$ cat config.mk
export PLATFORM = sky130hd
export DESIGN_NAME = c1571_sd_responder
export DESIGN_NICKNAME = d
export VERILOG_FILES = /design/src/rtl/c1571_sd_responder.sv
export SDC_FILE = /design/constraint.sdc
export NUM_CORES = 1
export LEC_CHECK = 0
export ABC_AREA = 1
export BUFFER_PORTS_ARGS = -buffer_cell sky130_fd_sc_hd__buf_4
export CORE_MARGIN = 4
export CORE_UTILIZATION = 45
export CTS_CLUSTER_DIAMETER = 30
export DETAILED_ROUTE_END_ITERATION = 10
export GPL_ROUTABILITY_DRIVEN = 0
export PLACE_DENSITY_LB_ADDON = 0.3
export SETUP_SLACK_MARGIN = 0.2
export SKIP_LAST_GASP = 1
export SYNTH_ARGS = -nofsm -noshare
export SYNTH_HDL_FRONTEND = slang
export SYNTH_SLANG_ARGS = --single-unit
export TNS_END_PERCENT = 1
$ cat constraint.sdc
create_clock -name clk_sys_i -period 1.68 [get_ports clk_sys_i]
set_clock_uncertainty 0.15 [all_clocks]
set_input_delay 0.084 -clock clk_sys_i [delete_from_list [all_inputs] [get_ports clk_sys_i]]
set_output_delay 0.084 -clock clk_sys_i [all_outputs]
set_load 0.1 [all_outputs]
$ cat src/rtl/c1571_sd_responder.sv
// c1571_sd_responder: serves the drive's SD block requests from a byte-wide disk-image memory,
// moving one 512-byte block per accepted request between the image and the drive buffer.
module c1571_sd_responder #(
    parameter int IMG_BLOCKS = 683,
    parameter int MEM_AW     = 24
) (
    input  logic              clk_sys_i,
    input  logic              reset_i,
    input  logic [31:0]       sd_lba_i,
    input  logic              sd_rd_i,
    input  logic              sd_wr_i,
    output logic              sd_ack_o,
    output logic [8:0]        sd_buff_addr_o,
    output logic [7:0]        sd_buff_dout_o,
    input  logic [7:0]        sd_buff_din_i,
    output logic              sd_buff_wr_o,
    input  logic              img_readonly_i,
    output logic [MEM_AW-1:0] mem_addr_o,
    output logic              mem_rd_o,
    output logic              mem_wr_o,
    output logic [7:0]        mem_wdata_o,
    input  logic [7:0]        mem_rdata_i,
    input  logic              mem_ready_i,
    output logic              err_o
);
    typedef enum logic [2:0] {IDLE, RD_FETCH, RD_WAIT, RD_PUT, WR_ADDR, WR_SAMPLE, WR_STORE, DONE} state_t;
    state_t             state_q, state_d;
    logic [MEM_AW-10:0] lba_q, lba_d;
    logic [8:0]         index_q, index_d;
    logic [7:0]         dout_q, dout_d, wdata_q, wdata_d;
    logic               ack_q, ack_d, oor_q, oor_d, wprot_q, wprot_d, err_q, err_d;
    logic               oor_in, last, skip_wr;

    assign oor_in  = sd_lba_i >= 32'(IMG_BLOCKS);
    assign last    = index_q == 9'd511;
    assign skip_wr = oor_q || wprot_q;

    assign sd_ack_o       = ack_q;
    assign sd_buff_addr_o = index_q;
    assign sd_buff_dout_o = dout_q;
    assign sd_buff_wr_o   = state_q == RD_PUT;
    assign mem_addr_o     = {lba_q, index_q};
    assign mem_rd_o       = (state_q == RD_FETCH || state_q == RD_WAIT) && !oor_q;
    assign mem_wr_o       = state_q == WR_STORE && !skip_wr;
    assign mem_wdata_o    = wdata_q;
    assign err_o          = err_q;

    always_comb begin
        state_d = state_q;
        lba_d   = lba_q;
        index_d = index_q;
        dout_d  = dout_q;
        wdata_d = wdata_q;
        ack_d   = ack_q;
        oor_d   = oor_q;
        wprot_d = wprot_q;
        err_d   = err_q;
        case (state_q)
            IDLE: if (sd_rd_i || sd_wr_i) begin
                state_d = sd_rd_i ? RD_FETCH : WR_ADDR;
                lba_d   = sd_lba_i[MEM_AW-10:0];
                oor_d   = oor_in;
                wprot_d = !sd_rd_i && img_readonly_i;
                err_d   = err_q || oor_in || (!sd_rd_i && img_readonly_i);
                ack_d   = 1'b1;
            end
            // a zero-latency mem_ready in the fetch cycle is taken as well
            RD_FETCH, RD_WAIT: if (oor_q || mem_ready_i) begin
                dout_d  = oor_q ? 8'h00 : mem_rdata_i;
                state_d = RD_PUT;
            end else begin
                state_d = RD_WAIT;
            end
            // index wraps to 0 after byte 511, which leaves it cleared for DONE
            RD_PUT: begin
                index_d = index_q + 9'd1;
                state_d = last ? DONE : RD_FETCH;
                ack_d   = !last;
            end
            WR_ADDR: state_d = WR_SAMPLE;
            WR_SAMPLE: begin
                wdata_d = sd_buff_din_i;
                state_d = WR_STORE;
            end
            WR_STORE: if (skip_wr || mem_ready_i) begin
                index_d = index_q + 9'd1;
                state_d = last ? DONE : WR_ADDR;
                ack_d   = !last;
            end
            DONE: if (!sd_rd_i && !sd_wr_i) state_d = IDLE;
            default: state_d = IDLE;
        endcase
    end

    always_ff @(posedge clk_sys_i or posedge reset_i) begin
        if (reset_i) begin
            state_q <= IDLE;
            lba_q   <= '0;
            index_q <= '0;
            dout_q  <= '0;
            wdata_q <= '0;
            ack_q   <= 1'b0;
            oor_q   <= 1'b0;
            wprot_q <= 1'b0;
            err_q   <= 1'b0;
        end else begin
            state_q <= state_d;
            lba_q   <= lba_d;
            index_q <= index_d;
            dout_q  <= dout_d;
            wdata_q <= wdata_d;
            ack_q   <= ack_d;
            oor_q   <= oor_d;
            wprot_q <= wprot_d;
            err_q   <= err_d;
        end
    end
endmodule
==> run_results.csv, run 1 <==
group,metric,value,unit
outcome,status,"finished clean",
routing,wl,6.416,mm
critical_path,cp_max_fo,4,
critical_path,crit_path_top_delay_cell,"dfrtp_1",
global_routing,antenna_found_initial,0,
critical_path,rrSetupSlack,90,ps
worst_hold_path,hold_end,"err_o",
timing,hold_viol_final,0,
routing,dr.pass1.iters,5,
cells_and_area,n_antenna_cell,0,
floorplan,start_util,46.52,%
routing,drt_iter0_markers,112,
timing,maxSlewHeadroom,71.18,%
timing,setup_viol,0,
place,dpl_cell_area,3293,µm²
floorplan,rows,26,
floorplan,die_area,6544,µm²
routing,drc,0,
clock_tree,clock_latency,300,ps
cells_and_area,finalInstanceArea,3897,µm²
critical_path,startpoint_type,"flip-flop",
synth,yosysUniqueCellTypes,31,
clock_tree,numCtsBuffers,5,
routing,via_per_inst,4.657,
timing,rsz0062_at_grt,"true",
cells_and_area,drive_gt1_share,41.76,%
flow_run,maxCapViolCount,0,
place,dp_hpwl,4.432,mm
synth,seq_area_frac_synth,49.19,%
critical_path,crit_type,"flip-flop to output pin",
clock_tree,cts_root_buf,"clkbuf_8",
timing,post-route-period-util,96.26,%
global_routing,grt_pass1_wl,10.47,mm
timing,tightest_slew,431.6,ps
synth,ys_seq_elements,47,
synth,synth_cells,279,
critical_path,r2r_end,"state_q[2]",
cells_and_area,area_delta_synth_final,63.00,%
clock_tree,cts_sinks,47,
routing,num_vias,2333,
critical_path,critPathRequiredTime,1450,ps
place,io_buffer_count,107,
worst_hold_path,hp-start,"sd_lba_i[30]",
critical_path,timing.rr.start,"state_q[0]",
worst_hold_path,hold_class,"input port to flip-flop",
synth,synth_fp_nets,335,
routing,wl_per_cell,12.81,µm
global_routing,grt_max_degree,29,
critical_path,reg2reg_depth,7,
critical_path,end_kind,"output pin",
synth,syn_area_per_cell,8.570,µm²
critical_path,startpoint,"state_q[0]",
critical_path,path_cells,"buf_6 > nand2_8 > nor2_4 > buf_6",
cells_and_area,nNetsFinal,486,
timing,max_freq,0.6184,GHz
floorplan,core,5140,µm²
clock_tree,cts.clk_slew.worst_paths,90,ps
global_routing,overflow,0,
synth,ys_warn_count,0,
clock_tree,htreeDepth,2,
floorplan,io_pins,108,
worst_hold_path,holdPathStages,7,
clock_tree,cts_buffer_depth,2,
timing,slew_violations,0,
global_routing,track_usage,20.83,%
routing,ant_nets,0,
clock_tree,cts_tree,"built",
critical_path,crit_arrival,1380,ps
floorplan,fp.dieW,80.90,µm
global_routing,grt_pass1_vias,2406,
floorplan,die_y,80.90,µm
timing,fin_crit,1617,ps
critical_path,critPathMostFrequentCell,"buf_6",
synth,syn-cell-area,2391,µm²
critical_path,cpPeakStageDelay,400,ps
layer usage:
layer	share of wire, %	track usage [%]
met1	39	23.02
met2	51	37.36
met3	7.3	4.878
met4	2.9	10.14
met5	0	0
logic make-up (layout without fill, tap and decap cells):
group | count (synthesis) | count (layout) | synth area share [%]
muxes | 8 | 8 | 3.768
adders and majority gates | 2 | 2 | 1.046
buffers and inverters | 37 | 189 | 8.372
AOI/OAI and AO/OA | 24 | 24 | 6.646
and+or+nand+nor | 155 | 155 | 28.78
xor gates and xnor gates | 6 | 6 | 2.198
DFF | 47 | 47 | 49.19
placed cells by master, fill, tap and decap left out, drive strengths merged, types with 8 or more instances in the layout:
master,instances
dlygate4sd3,35
inv,24
dfrtp,47
o21ai,22
nand2,103
buf,122
mux2,8
nand3,13
nor2,32
sequential cells by signal, summed over array words and instances (netlist names):
name	flops
state_q	3
sd_buff_dout_o	8
err_o	1
mem_wdata_o	8
wprot_q	1
sd_ack_o	1
oor_q	1
sd_buff_addr_o	9
lba_q	15
worst max-delay path by stage:
| stage | end | slack (ps) | cells after the start |
|---|---|---|---|
| after global routing | state_q[0] | -10 | 9 |
| after detailed placement | state_q[1] | 40 | 8 |
| after global placement | state_q[0] | 90 | 8 |
| after floorplan | sd_buff_addr_o[3] | -140 | 7 |
| final | sd_buff_wr_o | 60 | 4 |
| after CTS | mem_rd_o | 70 | 5 |
synthesized netlist by cell type (all sizes together):
master	number	area (µm²)
buf	13	102.6
nand4	3	33.78
a31oi	1	6.260
mux2	8	90.09
dfrtp	47	1176
o21ai	22	147.6
inv	24	97.60
nor2	32	140.1
nor3	2	10.01
nand3	13	87.59
nand2	103	401.6
a21oi	1	5.000
ha	2	25.02
xor2	6	52.55
nor3b	1	7.510
nand3b	1	7.510
metrics by stage:
stage	hold slack [ps]	setup WS [ps]	TNS (ps)	util [%]	std cells
after floorplan	50.63	-142.8	-1390	-	279
after global placement	-31.20	87.98	0	64.07	449
after detailed placement	-27.38	41.46	0	64.07	449
after CTS	55.56	74.63	0	75.54	499
after global routing	127.2	-13.09	-27.77	75.83	501
final	61.97	62.91	0	75.83	501
what timing repair did:
item	in CTS	in global routing
endpoints found under the hold margin	68	0
gates resized for setup	16	0
buffers inserted	7	2
hold buffers	35	0
endpoints found under the setup margin	42	42
pin swaps	4	1
area by class of cell:
type,count,area [µm²]
fill,392,1242
sequential,47,1197
timing repair buffer,157,1315
tap,70,87.58
inverter,24,97.59
clock inverter,2,35.03
clock buffer,6,82.58
multi-input combinational,195,1082
critical path: cells and delay by family (launching register included):
kind	cells	cell delay, ps
AND/OR/NAND/NOR	2	270
flip-flops	1	400
buffers and inverters	2	410
Power of run 1 is not shown: default switching activity piles up to over one toggle a cycle in this logic, so the estimate is an artifact.
==> run 2, diff against run 1 <==
--- a/config.mk
+++ b/config.mk
@@ -7,12 +7,13 @@
 export LEC_CHECK = 0
 export ABC_AREA = 1
 export BUFFER_PORTS_ARGS = -buffer_cell sky130_fd_sc_hd__buf_4
+export CORE_ASPECT_RATIO = 1.25
 export CORE_MARGIN = 4
 export CORE_UTILIZATION = 45
 export CTS_CLUSTER_DIAMETER = 30
 export DETAILED_ROUTE_END_ITERATION = 10
 export GPL_ROUTABILITY_DRIVEN = 0
-export PLACE_DENSITY_LB_ADDON = 0.3
+export PLACE_DENSITY_LB_ADDON = 0.08
 export SETUP_SLACK_MARGIN = 0.2
 export SKIP_LAST_GASP = 1
 export SYNTH_ARGS = -nofsm -noshare
==> run 2 against run 1 <==
  * Via count down 0.21%
  * Fmax down 1.5%
  * Sequential cell count unchanged
  * Cell count down 1.6%
  * Largest cell class unchanged
  * Sequential share of layout area up 0.55 points
==> run_results.csv, run 2 (same netlist as run 1, synthesis figures left out) <==
group,metric,value,unit
outcome,status,"finished clean",
place,dp_hpwl,4.461,mm
global_routing,grt_max_degree,27,
cells_and_area,nNetsFinal,486,
floorplan,start_util,46.74,%
floorplan,fp.dieW,73.20,µm
clock_tree,cts.clk_slew.worst_paths,80,ps
global_routing,antenna_found_initial,0,
clock_tree,clock_latency,290,ps
critical_path,crit_arrival,1720,ps
floorplan,io_pins,108,
cells_and_area,largest_register,"lba_q",
clock_tree,numCtsBuffers,5,
routing,wl_per_cell,12.40,µm
routing,dr.pass1.iters,4,
worst_hold_path,hold_class,"input port to flip-flop",
routing,drt_iter0_markers,102,
routing,drc,0,
floorplan,rows,29,
timing,post-route-period-util,97.74,%
global_routing,overflow,0,
clock_tree,htreeDepth,2,
cells_and_area,drive_gt1_share,42.46,%
cells_and_area,n_antenna_cell,0,
floorplan,die_y,89.50,µm
timing,fin_crit,1642,ps
timing,slew_violations,0,
critical_path,end_kind,"flip-flop",
floorplan,die_area,6551,µm²
timing,hold_viol_final,0,
cells_and_area,largest_reg_flops,15,
cells_and_area,final_cell_mix,"118 x buf_4, 97 x nand2_1, 36 x dfrtp_1",
timing,tightest_slew,486.3,ps
global_routing,grt_pass1_wl,10.13,mm
cells_and_area,layout_commonest_cell,"buf_4",
routing,num_vias,2328,
critical_path,rrSetupSlack,40,ps
timing,max_freq,0.6090,GHz
timing,rsz0062_at_grt,"true",
timing,setup_viol,0,
routing,wl,6.111,mm
cells_and_area,num-fill-cells,379,
routing,ant_nets,0,
timing,maxSlewHeadroom,67.53,%
clock_tree,cts_sinks,47,
critical_path,critPathRequiredTime,1760,ps
cells_and_area,final_util,75.01,%
floorplan,core,5116,µm²
global_routing,track_usage,19.61,%
global_routing,grt_pass1_vias,2292,
critical_path,cp_max_fo,4,
clock_tree,cts_root_buf,"clkbuf_8",
cells_and_area,area_delta_synth_final,60.49,%
flow_run,maxCapViolCount,0,
clock_tree,cts_buffer_depth,2,
clock_tree,cts_tree,"built",
routing,via_per_inst,4.722,
place,io_buffer_count,107,
critical_path,startpoint_type,"flip-flop",
critical_path,crit_type,"flip-flop to flip-flop",
[run 2: cell count changes in the layout (fill, tap and decap cells not counted), sizes merged]
cell	before	now
bufinv	1	0
clkbuf	6	7
[run 2: routing by layer]
metal	part of all wire, %	wire (µm)	track usage (%)	up-vias
li1	-	-	-	1165
met5	0	0	0	-
met2	53	3232	35.56	82
met1	37	2285	22.18	1069
met3	8.2	499	5.962	12
met4	1.5	93	5.201	0
[run 2: repair_timing]
| action | CTS | global route |
|---|---|---|
| cloned | 0 | 0 |
| pin swaps | 5 | 5 |
| buffers inserted | 10 | 1 |
| resized for setup | 14 | 3 |
| hold endpoints to repair | 55 | 0 |
| hold buffers | 35 | 0 |
| endpoints found under the setup margin | 40 | 41 |
[run 2: worst max-delay path: stages, from the launching register on]
cell	delay, ps
dfrtp_4	450
nand2_4	60
inv_2	40
nand4_1	140
nor3b_2	220
ha_2	230
nand2_1	60
nand3_1	80
nand3_1	80
nand2_1	70
[run 2: cell type report]
| type | instances | area [µm²] | share of cell area (%) |
|---|---|---|---|
| clock buffers | 7 | 76.32 | 1.989 |
| clock inverters | 1 | 5.005 | 0.1304 |
| inverters | 24 | 97.59 | 2.543 |
| multi-input cells | 195 | 1079 | 28.11 |
| flip-flops and latches | 47 | 1200 | 31.27 |
| well taps | 62 | 77.57 | 2.022 |
| repair buffers | 157 | 1303 | 33.94 |
[run 2: path summary, 6_finish.rpt]
kind	start	to	depth (start not counted)
max	sd_buff_addr_o[3]	state_q[0]	9
min	sd_lba_i[30]	oor_q	7
max reg2reg	sd_buff_addr_o[3]	state_q[0]	9
min reg2reg	lba_q[0]	lba_q[0]	2
max in group asynchronous	reset_i	oor_q	4
min in group asynchronous	reset_i	mem_wdata_o[7]	3
[run 2: stage by stage]
stage               setup slack [ps]  instances  hold slack, ps  TNS, ps  cell area (µm²)
finish                         37.96        493           51.46        0             3837
global route                  -43.56        493           76.66   -119.5             3837
CTS                            66.66        492           44.10        0             3820
detailed placement             26.05        439          -5.808        0             3268
global placement               63.96        439          -1.524        0             3268
floorplan                     -142.8        279           50.63    -1390             2447
Power of run 2 is left out for the same reason.
==> run 3, diff against run 2 <==
--- a/config.mk
+++ b/config.mk
@@ -13,7 +13,7 @@
 export CTS_CLUSTER_DIAMETER = 30
 export DETAILED_ROUTE_END_ITERATION = 10
 export GPL_ROUTABILITY_DRIVEN = 0
-export PLACE_DENSITY_LB_ADDON = 0.08
+export PLACE_DENSITY = 0.77
 export SETUP_SLACK_MARGIN = 0.2
 export SKIP_LAST_GASP = 1
 export SYNTH_ARGS = -nofsm -noshare
==> run 3 against run 2 <==
  * Via count rose by 1.4%
  * Wire length up 4.7%
  * Fmax up 1.8%
  * Sequential cell count did not move
  * First-iteration DRC count decreased by 15%
  * Sequential share of layout area is 0.072 points higher
  * Largest cell class unchanged
==> run_results.csv, run 3 (same netlist as run 1, synthesis figures left out) <==
group,metric,value,unit
outcome,status,"finished clean",
clock_tree,numCtsBuffers,5,
cells_and_area,multi_input_area,1069,µm²
worst_hold_path,hold_class,"input port to flip-flop",
clock_tree,cts.clk_slew.worst_paths,90,ps
critical_path,cp_max_fo,3,
critical_path,rrSetupSlack,70,ps
place,io_buffer_count,107,
cells_and_area,num-fill-cells,366,
cells_and_area,layout_commonest_cell,"buf_4",
floorplan,start_util,46.74,%
critical_path,r2r_end,"state_q[0]",
routing,num_vias,2360,
timing,setup_viol,0,
clock_tree,cts_buffer_depth,2,
place,dp_hpwl,4.336,mm
critical_path,crit_type,"flip-flop to flip-flop",
cells_and_area,area_delta_synth_final,60.13,%
critical_path,timing.rr.start,"sd_buff_addr_o[0]",
global_routing,grt_pass1_wl,10.46,mm
floorplan,rows,29,
routing,wl,6.399,mm
timing,rsz0062_at_grt,"true",
cells_and_area,nNetsFinal,484,
critical_path,end_kind,"flip-flop",
critical_path,reg2reg_depth,8,
global_routing,antenna_found_initial,0,
cells_and_area,final_cell_mix,"116 x buf_4, 97 x nand2_1, 36 x dfrtp_1",
cells_and_area,n_antenna_cell,0,
global_routing,grt_max_degree,46,
global_routing,track_usage,20.15,%
floorplan,die_y,89.50,µm
worst_hold_path,holdPathStages,7,
routing,wl_per_cell,13.03,µm
timing,hold_viol_final,0,
global_routing,grt_pass1_vias,2433,
clock_tree,htreeDepth,2,
floorplan,io_pins,108,
timing,max_freq,0.6200,GHz
routing,drt_iter0_markers,87,
routing,drc,0,
routing,dr.pass1.iters,4,
timing,tightest_slew,330.8,ps
cells_and_area,drive_gt1_share,41.72,%
timing,slew_violations,0,
clock_tree,cts_root_buf,"clkbuf_8",
clock_tree,cts_sinks,47,
timing,maxSlewHeadroom,77.86,%
critical_path,startpoint_type,"flip-flop",
global_routing,overflow,0,
flow_run,maxCapViolCount,0,
cells_and_area,regArea,1200,µm²
floorplan,die_area,6551,µm²
worst_hold_path,hold_end,"err_o",
floorplan,fp.dieW,73.20,µm
timing,post-route-period-util,96.01,%
routing,ant_nets,0,
place,dp_cells,438,
timing,fin_crit,1613,ps
cells_and_area,final_cells,491,
cells_and_area,largest_reg_flops,15,
worst_hold_path,hp-start,"sd_lba_i[29]",
cells_and_area,largest_register,"lba_q",
routing,via_per_inst,4.807,
critical_path,crit_arrival,1700,ps
floorplan,core,5116,µm²
clock_tree,clock_latency,290,ps
clock_tree,cts_tree,"built",
critical_path,critPathRequiredTime,1760,ps
## run 3: how the worst max path moves through the flow
stage                        endpoint  cells after the start               from  slack, ps
floorplan           sd_buff_addr_o[3]                      7         state_q[1]       -140
global placement           state_q[0]                      8  sd_buff_addr_o[1]         80
detailed placement         state_q[1]                      8  sd_buff_addr_o[1]         30
CTS                        state_q[0]                      8  sd_buff_addr_o[0]         90
global route               state_q[0]                      9  sd_buff_addr_o[4]         -8
finish                     state_q[0]                      8  sd_buff_addr_o[0]         70
## run 3: per-layer routing
layer	GRT usage, %	wire length (µm)
met2	36.21	3254
met1	22.58	2434
met4	6.376	133
met3	6.187	576
met5	0	0
## run 3: worst max-delay path, stage by stage (launching register included)
cell and delay [ps]:
dfrtp_4 440, ha_4 140, nand4_1 120, nor3b_2 190, ha_2 230, nand2_1 70
nand3_1 80, nand3_1 80, nand2_1 70
## run 3: cell type report
| type | count | share of cell area [%] |
|---|---|---|
| Tap cell | 62 | 2.026 |
| Inverter | 24 | 2.614 |
| Multi-Input combinational cell | 195 | 27.91 |
| Timing Repair Buffer | 155 | 33.99 |
| Clock buffer | 7 | 1.993 |
| Clock inverter | 1 | 0.1307 |
| Sequential cell | 47 | 31.34 |
## run 3: repair_timing
| action | 4_1_cts | 5_1_grt |
|---|---|---|
| pin swaps | 4 | 0 |
| gates resized for setup | 15 | 0 |
| endpoints found under the hold margin | 81 | 0 |
| hold buffers | 35 | 0 |
| buffers inserted | 10 | 0 |
| setup endpoints to repair | 41 | 41 |
## run 3: stage by stage
stage / cell area [µm²] / hold slack (ps) / setup slack [ps] / util, % / setup TNS, ps
final: 3829 / 56.23 / 66.97 / 74.83 / 0
after global routing: 3829 / 73.68 / -7.727 / 74.83 / -11.65
after CTS: 3829 / 42.58 / 91.37 / 74.83 / 0
after detailed placement: 3261 / -191.2 / 31.71 / 63.73 / 0
after global placement: 3261 / -193.0 / 77.73 / 63.73 / 0
after floorplan: 2447 / 50.63 / -142.8 / - / -1390
Power of run 3 is left out for the same reason.
